<file path="src/rtl/port_frame_arbiter.sv">
// Frame-granular round-robin arbiter from per-port receive queues onto one 9-bit core bus.
// Latency: grant one cycle after a request is seen idle; forwarded byte one cycle after its pop.
// Backpressure: core_ready gates pops while forwarding; drain after truncation ignores core_ready.
module port_frame_arbiter #(
  parameter int NUMBER_OF_PORTS       = 3,
  parameter int MAX_FRAME_BYTES       = 1522,
  parameter int INTERFRAME_GAP_CYCLES = 2,
  localparam int PW = $clog2(NUMBER_OF_PORTS),
  localparam int CW = $clog2(MAX_FRAME_BYTES + 1),
  localparam int GW = $clog2(INTERFRAME_GAP_CYCLES + 1)
) (
  input  logic                         clock,
  input  logic                         reset,
  input  logic [NUMBER_OF_PORTS-1:0]   port_receive_data_valid,
  input  logic [NUMBER_OF_PORTS*9-1:0] port_receive_data,
  input  logic                         core_ready,
  output logic [NUMBER_OF_PORTS-1:0]   port_receive_data_ready,
  output logic [8:0]                   core_data,
  output logic                         core_data_valid,
  output logic [PW-1:0]                core_port,
  output logic                         core_frame_start,
  output logic                         frame_timeout
);

  typedef enum logic [1:0] {
    ST_IDLE,
    ST_FORWARD,
    ST_DRAIN,
    ST_GAP
  } state_t;

  state_t        state_q, state_d;
  logic [PW-1:0] ptr_q, ptr_d;
  logic [CW-1:0] cnt_q, cnt_d;
  logic [GW-1:0] gap_q, gap_d;
  logic [PW-1:0] core_port_q, core_port_d;
  logic [8:0]    core_data_q, core_data_d;
  logic          core_data_valid_q, core_data_valid_d;
  logic          core_frame_start_q, core_frame_start_d;
  logic          frame_timeout_q, frame_timeout_d;

  logic [8:0]    port_byte [NUMBER_OF_PORTS];
  logic [8:0]    cur_byte;
  logic          xfer;
  logic [CW-1:0] cnt_inc;
  logic          sel_found;
  logic [PW-1:0] sel_idx;
  logic [PW-1:0] scan_p;
  int            scan_idx;

  // Unpack the flat per-port byte bus and pick out the granted port's byte.
  always_comb begin
    for (int i = 0; i < NUMBER_OF_PORTS; i++) begin
      port_byte[i] = port_receive_data[i*9 +: 9];
    end
    cur_byte = port_byte[core_port_q];
  end

  // Pop strobe to the granted port only: follows core_ready while forwarding, forced during drain.
  always_comb begin
    port_receive_data_ready = '0;
    if (state_q == ST_FORWARD) begin
      port_receive_data_ready[core_port_q] = core_ready;
    end else if (state_q == ST_DRAIN) begin
      port_receive_data_ready[core_port_q] = 1'b1;
    end
  end

  // Round-robin scan starting at the pointer; first requesting port wins.
  always_comb begin
    sel_found = 1'b0;
    sel_idx   = '0;
    scan_idx  = 0;
    scan_p    = '0;
    for (int i = 0; i < NUMBER_OF_PORTS; i++) begin
      scan_idx = (int'(ptr_q) + i) % NUMBER_OF_PORTS;
      scan_p   = PW'(scan_idx);
      if (!sel_found && port_receive_data_valid[scan_p]) begin
        sel_found = 1'b1;
        sel_idx   = scan_p;
      end
    end
  end

  assign xfer    = port_receive_data_valid[core_port_q] & port_receive_data_ready[core_port_q];
  // Byte counter saturates at the maximum so it can never wrap back into a legal length.
  assign cnt_inc = (cnt_q == CW'(MAX_FRAME_BYTES)) ? cnt_q : cnt_q + 1'b1;

  // Next-state and next-output computation for the frame FSM.
  always_comb begin
    state_d            = state_q;
    ptr_d              = ptr_q;
    cnt_d              = cnt_q;
    gap_d              = gap_q;
    core_port_d        = core_port_q;
    core_data_d        = core_data_q;
    core_data_valid_d  = 1'b0;
    core_frame_start_d = 1'b0;
    frame_timeout_d    = 1'b0;
    case (state_q)
      ST_IDLE: begin
        if (sel_found) begin
          core_port_d = sel_idx;
          cnt_d       = '0;
          state_d     = ST_FORWARD;
        end
      end
      ST_FORWARD: begin
        if (xfer) begin
          cnt_d              = cnt_inc;
          core_data_d        = cur_byte;
          core_data_valid_d  = 1'b1;
          core_frame_start_d = (cnt_q == '0);
          if (cur_byte[8]) begin
            gap_d   = '0;
            state_d = ST_GAP;
          end else if (cnt_inc == CW'(MAX_FRAME_BYTES)) begin
            // Truncate: close the frame downstream, then discard the rest of it.
            core_data_d[8]  = 1'b1;
            frame_timeout_d = 1'b1;
            state_d         = ST_DRAIN;
          end
        end
      end
      ST_DRAIN: begin
        if (xfer) begin
          cnt_d = cnt_inc;
          if (cur_byte[8]) begin
            gap_d   = '0;
            state_d = ST_GAP;
          end
        end
      end
      ST_GAP: begin
        if (gap_q == GW'(INTERFRAME_GAP_CYCLES - 1)) begin
          ptr_d   = (core_port_q == PW'(NUMBER_OF_PORTS - 1)) ? '0 : core_port_q + 1'b1;
          state_d = ST_IDLE;
        end else begin
          gap_d = gap_q + 1'b1;
        end
      end
      default: state_d = ST_IDLE;
    endcase
  end

  // State and registered outputs; reset clears everything asynchronously.
  always_ff @(posedge clock or posedge reset) begin
    if (reset) begin
      state_q            <= ST_IDLE;
      ptr_q              <= '0;
      cnt_q              <= '0;
      gap_q              <= '0;
      core_port_q        <= '0;
      core_data_q        <= '0;
      core_data_valid_q  <= 1'b0;
      core_frame_start_q <= 1'b0;
      frame_timeout_q    <= 1'b0;
    end else begin
      state_q            <= state_d;
      ptr_q              <= ptr_d;
      cnt_q              <= cnt_d;
      gap_q              <= gap_d;
      core_port_q        <= core_port_d;
      core_data_q        <= core_data_d;
      core_data_valid_q  <= core_data_valid_d;
      core_frame_start_q <= core_frame_start_d;
      frame_timeout_q    <= frame_timeout_d;
    end
  end

  assign core_data        = core_data_q;
  assign core_data_valid  = core_data_valid_q;
  assign core_port        = core_port_q;
  assign core_frame_start = core_frame_start_q;
  assign frame_timeout    = frame_timeout_q;

endmodule

</file>
<file path="config.mk">
export PLATFORM = sky130hd
export DESIGN_NAME = port_frame_arbiter
export DESIGN_NICKNAME = d
export VERILOG_FILES = /design/src/rtl/port_frame_arbiter.sv
export SDC_FILE = /design/constraint.sdc
export NUM_CORES = 1
export LEC_CHECK = 0
export ABC_AREA = 0
export CORE_UTILIZATION = 46
export DETAILED_ROUTE_END_ITERATION = 12
export PLACE_DENSITY_LB_ADDON = 0.15
export SYNTH_ARGS = -nofsm -noshare
export SYNTH_HDL_FRONTEND = slang
export SYNTH_SLANG_ARGS = --single-unit
</file>
<file path="constraint.sdc">
create_clock -name clock -period 3.1 [get_ports clock]
set_input_delay 0.62 -clock clock [delete_from_list [all_inputs] [get_ports clock]]
set_output_delay 0.62 -clock clock [all_outputs]
set_load 0.02 [all_outputs]
</file>
==> impl_metrics.csv <==
group,metric,value,unit
global_routing,grt_pass1_vias,1886,
hold_path,hp-start,"core_data[6]",
power_and_ir_drop,ir_drop,0.000453,V
route,antenna_left,0,
global_routing,track_usage,0.222,
clock_tree,cts_sinks,31,
logic_synthesis,ys_types,50,
die,ios,50,
worst_setup_path,slowest_delay,0.81,ns
global_routing,antenna_found_initial,0,
worst_setup_path,r2r_start,"core_port[1]",
worst_setup_path,worstPathArrival,2.09,ns
worst_setup_path,critPathLaunchType,"flop",
logic_synthesis,postSynth.asyncResetShare,1.00,
global_routing,overflow,0,
route,routedWlPerCell,14.1,um
power_and_ir_drop,p_switching,0.999,mW
clock_tree,cts_buffers,5,
clock_tree,post_cts_resized,0,
logic_synthesis,synth_edf_count,0,
worst_setup_path,cp-startpoint,"core_port[1]",
logic_synthesis,synthCells,256,
die,initial_core_util,0.490,
route,drt_iter0_drc,104,
route,drt_wl_total,5090,um
final_layout,area.growth.synth_to_final,29.7,%
global_routing,grt_max_degree,32,
logic_synthesis,synth.top_cell.area_share,0.354,
clock_tree,clk_latency,0.28,ns
power_and_ir_drop,swShare,0.424,
clock_tree,post-cts-setup-buffers,0,
logic_synthesis,ys_ff_latch,31,
hold_path,hold_path_class,"reg -> reg",
power_and_ir_drop,p_leak,1.21,nW
sta,slew_headroom,0.523,
worst_setup_path,worstSetupEndpointType,"output pin",
worst_setup_path,cp_max_fo,15,
worst_setup_path,path_class,"reg -> out",
final_layout,most-common-layout-cells,"clkdlybuf4s50_1 (49), dfrtp_1 (31), a21oi_1 (28)",
clock_tree,cts.hold.buffers_added,0,
final_layout,antenna_cells,0,
sta,clock.fmax,0.369,GHz
logic_synthesis,yosysWarningCount,0,
sta,worstMarginPinSlew,0.716,ns
logic_synthesis,synthTopCellsByArea,"dfrtp_1 (35%), ha_1 (7.4%), a21oi_1 (6.4%), mux2i_1 (6.4%), nor2_1 (4.6%)",
status,failed_checks,"DRC",
die,die_y,71.0,um
logic_synthesis,syn_avg_cell_area,8.56,um2
job,cap_viol_max_count,0,
power_and_ir_drop,p_int,1.36,mW
final_layout,finish.net_count,353,
sta,rsz0062_at_grt,"false",
final_layout,layout-drive-gt1-share,0.0584,
logic_synthesis,synth_nets,302,
die,dieArea,5050,um2
logic_synthesis,yosys.area.top_type,"dfrtp_1",
route,drt_pass1_iterations,10,
worst_setup_path,crit_buf_inv,2,
worst_setup_path,critPathTopFamily,"flip-flops",
sta,period_share,0.875,
clock_tree,cts_tree,"done",
die,die-width,71.0,um
placement,port_buffers,49,
logic_synthesis,syn-cell-area,2190,um2
sta,skew,0.00326,ns
sta,final-max-slew-violation-count,0,
status,status,"finished, violations left",
die,core_area,4470,um2
power_and_ir_drop,seqPwrFrac,0.284,
route,via_per_inst,5.65,
sta,layout_min_cycle_time,2.71,ns
clock_tree,clk_path_buf_depth,2,
placement,place_congestion,0.824,
logic_synthesis,synth_ff_type,"dfrtp_1",
final_layout,final_common_cell,"clkdlybuf4s50_1",
power_and_ir_drop,power_density,830,nW/um2
power_and_ir_drop,combPwrFrac,0.567,
placement,dp_hpwl,3760,um
worst_setup_path,cp.required,2.48,ns
route,vias,2034,
sta,hold_viol,0,
clock_tree,cts_max_level,2,
worst_setup_path,cp_cell_sequence,"inv_1, nor3_1, clkdlybuf4s50_1",
worst_setup_path,slowest_stage,"dfrtp_1",
power_and_ir_drop,clkPwrFrac,0.149,
clock_tree,clk_pin_slew_worst_paths,0.06,ns
die,rows,24,
route,drc,9,
sta,finalSetupViolCount,0,
clock_tree,root_buffer,"clkbuf_8",
sta,whs,0.529,ns
logic_synthesis,seq_area_frac_synth,0.354,
global_routing,grt_pass1_wl,8930,um
sta,setup-tns-final,0,ns
-- layout make-up --
cell class	instances	area, um2
Timing Repair Buffer	55	536
Sequential cell	31	776
Tap cell	52	65.1
Inverter	16	60.1
Clock buffer	8	100
Fill cell	388	1630
Multi-Input combinational cell	198	1310
-- through the flow --
stage / total power [mW] / cell area, um2 / util / worst slack (ns) / std cells
after floorplan: 1.59 / 2190 / - / 0.808 / 256
after global placement: 2.00 / 2740 / 0.613 / 0.329 / 352
after detailed placement: 2.02 / 2740 / 0.613 / 0.253 / 352
after CTS: 2.38 / 2840 / 0.636 / 0.366 / 360
after global routing: 2.57 / 2840 / 0.636 / 0.252 / 360
final: 2.36 / 2840 / 0.636 / 0.387 / 360
-- cell usage after synthesis (all sizes together) (4+ instances only) --
| library cell | number |
|---|---|
| and4 | 4 |
| nand2b | 5 |
| clkbuf | 7 |
| nand2 | 14 |
| dfrtp | 31 |
| nor2 | 27 |
| o21ai | 15 |
| inv | 16 |
| or3 | 6 |
| nand3 | 7 |
| ha | 13 |
| a21boi | 4 |
| nor3 | 9 |
| a21oi | 28 |
| o211ai | 4 |
| mux2i | 14 |
| buf | 4 |
| and3 | 6 |
-- flip-flops by register name (all words and copies together) (netlist names) --
| name | flops |
|---|---|
| core_data_valid | 1 |
| state_q | 2 |
| ptr_q | 2 |
| frame_timeout | 1 |
| core_frame_start | 1 |
| core_port | 2 |
| cnt_q | 11 |
| core_data | 9 |
| gap_q | 2 |
-- power groups by stage --
stage	Sequential (mW)	Clock [mW]	Combinational (mW)
after detailed placement	0.678	0	1.34
after CTS	0.671	0.362	1.35
final	0.670	0.351	1.34
after global placement	0.674	0	1.32
after floorplan	0.721	0	0.866
after global routing	0.693	0.377	1.50
-- cells by family (layout without fill, tap and decap cells) --
group,after synthesis,count (layout),share of synthesized area
AND/OR/NAND/NOR,94,94,0.227
AO/OA/AOI/OAI,71,71,0.204
flip-flops,31,31,0.354
buffers and inverters,27,79,0.0497
multiplexers,17,17,0.0793
adder cells (fa/ha/maj),13,13,0.0742
XOR/XNOR,3,3,0.0120
-- path summary, 6_finish.rpt --
| path | end | slack [ns] | depth (start not counted) |
|---|---|---|---|
| max in group asynchronous | gap_q[1] | 2.09 | 3 |
| setup / recovery | port_receive_data_ready[2] | 0.39 | 3 |
| setup reg to reg | state_q[1] | 0.59 | 7 |
| hold / removal | core_data[6] | 0.53 | 2 |
| min in group asynchronous | core_data_valid | 0.72 | 3 |
| hold reg to reg | core_data[6] | 0.53 | 2 |
-- worst reg2reg max path, delay by kind of cell (launching register included) --
kind,cells,cell delay [ns]
multiplexers,1,0.33
AND/OR/NAND/NOR,2,0.74
AO/OA/AOI/OAI,3,0.48
flip-flops,1,0.64
buffers and inverters,1,0.22
-- per-layer routing --
metal | routed length [um] | GRT usage | vias up
met5 | 0 | 0 | -
met4 | 40 | 0.0689 | 0
met3 | 329 | 0.0556 | 4
met2 | 2250 | 0.355 | 53
met1 | 2470 | 0.298 | 948
li1 | - | - | 1029
(Power assumes the default switching activity.)
==> patch, RTL diff (same flow settings) <==
Register the output `frame_timeout` once more, with the module's reset; this adds one clock of latency there. The other outputs are not delayed to match.
--- a/src/rtl/port_frame_arbiter.sv
+++ b/src/rtl/port_frame_arbiter.sv
@@ -172,7 +172,13 @@
   assign core_data_valid  = core_data_valid_q;
   assign core_port        = core_port_q;
   assign core_frame_start = core_frame_start_q;
-  assign frame_timeout    = frame_timeout_q;
+  always_ff @(posedge clock or posedge reset) begin
+    if (reset) begin
+      frame_timeout <= '0;
+    end else begin
+      frame_timeout <= frame_timeout_q;
+    end
+  end
 
 endmodule
 
Check against the original RTL: same outputs for any inputs over 4 cycles, from zero or initial values and one cycle with reset high; that may be too few to reach the edited logic, so the function may still have changed.
==> patch against the original RTL <==
- area after synthesis grew 1.2%
- routed wire length grew 7.4%
- synthesized cell count down 0.39%
- final area increased by 0.26%
- die area increased by 1.2%
- power rose by 0.76%
- critical path type unchanged
- worst setup slack worse by 120 ps
- sequential cell count is 1 higher
- largest power group unchanged
==> patch: results (changes against the original RTL) <==
| Metric | Value |
|---|---|
| Clock Skews | 4.26 ps (+0.995 ps) |
| Syn Area/Cell | 8.70 um2 (+1.6%) |
| Synth unique cells | 47 (-6.0%) |
| DR iter-0 viols | 103 (-0.96%) |
| Fillcell total | 400 (+3.1%) |
| Largest net degree at the start of global routing | 33 (+3.1%) |
| Storage element area | 801 um2 (+3.2%) |
| Area after DPL | 2770 um2 (+1.1%) |
| Leak | 1.23 nW (+1.1%) |
| Global-route met3 utilization | 3.38% (-2.2 points) |
| DRC | 0 (-9) |
| Maximum vdd drop | 0.437 mV (-3.7%) |
| Min-Delay Path Class | flop to flop |
| PortBufs | 49 (unchanged) |
| Top post-synthesis cells by area | dfrtp_1 36%, ha_1 7.3%, a21oi_1 6.3% |
| Critical path peak fanout | 7 (-8) |
| Vias in the first global route | 1,900 (+0.74%) |
| First-pass GRT wire length | 8860 um (-0.77%) |
| Global placer's final weighted congestion | 0.930 (+13%) |
| GR Util met1 | 31.2% (+1.4 points) |
| Net Count, Synth | 301 (-0.33%) |
| Tightest Pin Transition | 548 ps (-168 ps) |
| Gr usage total | 22.4% (+0.18 points) |
| Pint | 1.34 mW (-1.2%) |
| Worst slack at placement | 307 ps (+53.3 ps) |
| DP Wirelength | 3990 um (+6.2%) |
| Most frequent cells after synthesis | 32 x dfrtp_1, 28 x a21oi_1, 26 x nor2_1 |
| YS warnings | 0 (unchanged) |
| Met2 usage | 34.9% (-0.55 points) |
| Worst EP arrival | 2220 ps (+130 ps) |
| DR pass1 iterations | 4 (-6) |
| Post-route non-filler standard cell count | 359 (-0.28%) |
| Ratio of cells with drive above 1 in the final layout | 5.54% (-0.31 points) |
| WL met1 | 2570 um (+4.0%) |
| Routed len/inst | 15.2 um (+7.7%) |
| Sequential share of the synthesized area | 36.1% (+0.71 points) |
| DR WL met3 | 242 um (-26%) |
| Status | complete, no violations |
| Via-to-Cell Ratio | 5.77 (+2.2%) |
| Routed met2 length | 2560 um (+14%) |
[patch: changes by cell type after synthesis, sizes merged]
cell | before | now
dfrtp | 31 | 32
o21ai | 15 | 14
nand2 | 14 | 12
and2 | 1 | 2
mux2 | 3 | 4
nor2b | 1 | 0
and2b | 0 | 1
nor2 | 27 | 26
[patch: path summary, 6_finish.rpt]
check	slack, ps	to	depth (start not counted)	from
min	350	frame_timeout	0	frame_timeout_q
max in group asynchronous	2080	core_data_valid	3	reset
max reg2reg	750	state_q[1]	8	ptr_q[0]
min reg2reg	350	frame_timeout	0	frame_timeout_q
max	260	port_receive_data_ready[1]	5	state_q[1]
min in group asynchronous	720	core_data[5]	3	reset
[patch: kinds of logic (layout without fill, tap and decap cells)]
kind of cell / after synthesis / after routing / share of synthesized area [%]
xor+xnor: 3 / 3 / 1.18
flops: 32 / 32 / 36.1
mux: 18 / 18 / 8.35
compound gates: 70 / 70 / 20.0
fa+ha+maj: 13 / 13 / 7.33
buf+inv: 27 / 79 / 5.08
simple gates: 92 / 92 / 22.0
[patch: power by group through the flow]
stage / clock (mW) / sequential, mW / combinational [mW]
6_report: 0.304 / 0.649 / 1.42
5_1_grt: 0.331 / 0.667 / 1.57
4_1_cts: 0.316 / 0.649 / 1.42
3_5_place_dp: 0 / 0.653 / 1.41
3_3_place_gp: 0 / 0.649 / 1.40
2_1_floorplan: 0 / 0.737 / 0.883
[patch: cell type report]
cell class	instances	area share, %
clock buffer	6	2.54
clock inverter	1	0.176
inverter	16	2.11
multi-input combinational	196	45.8
sequential	32	28.1
tap	52	2.28
timing repair buffer	56	19.0
[patch: worst max-delay path: stages (launching register included)]
cell             delay (ps)
dfrtp_1                 430
inv_1                   120
ha_1                    310
mux2_2                  390
and2_1                  160
clkdlybuf4s50_1         530
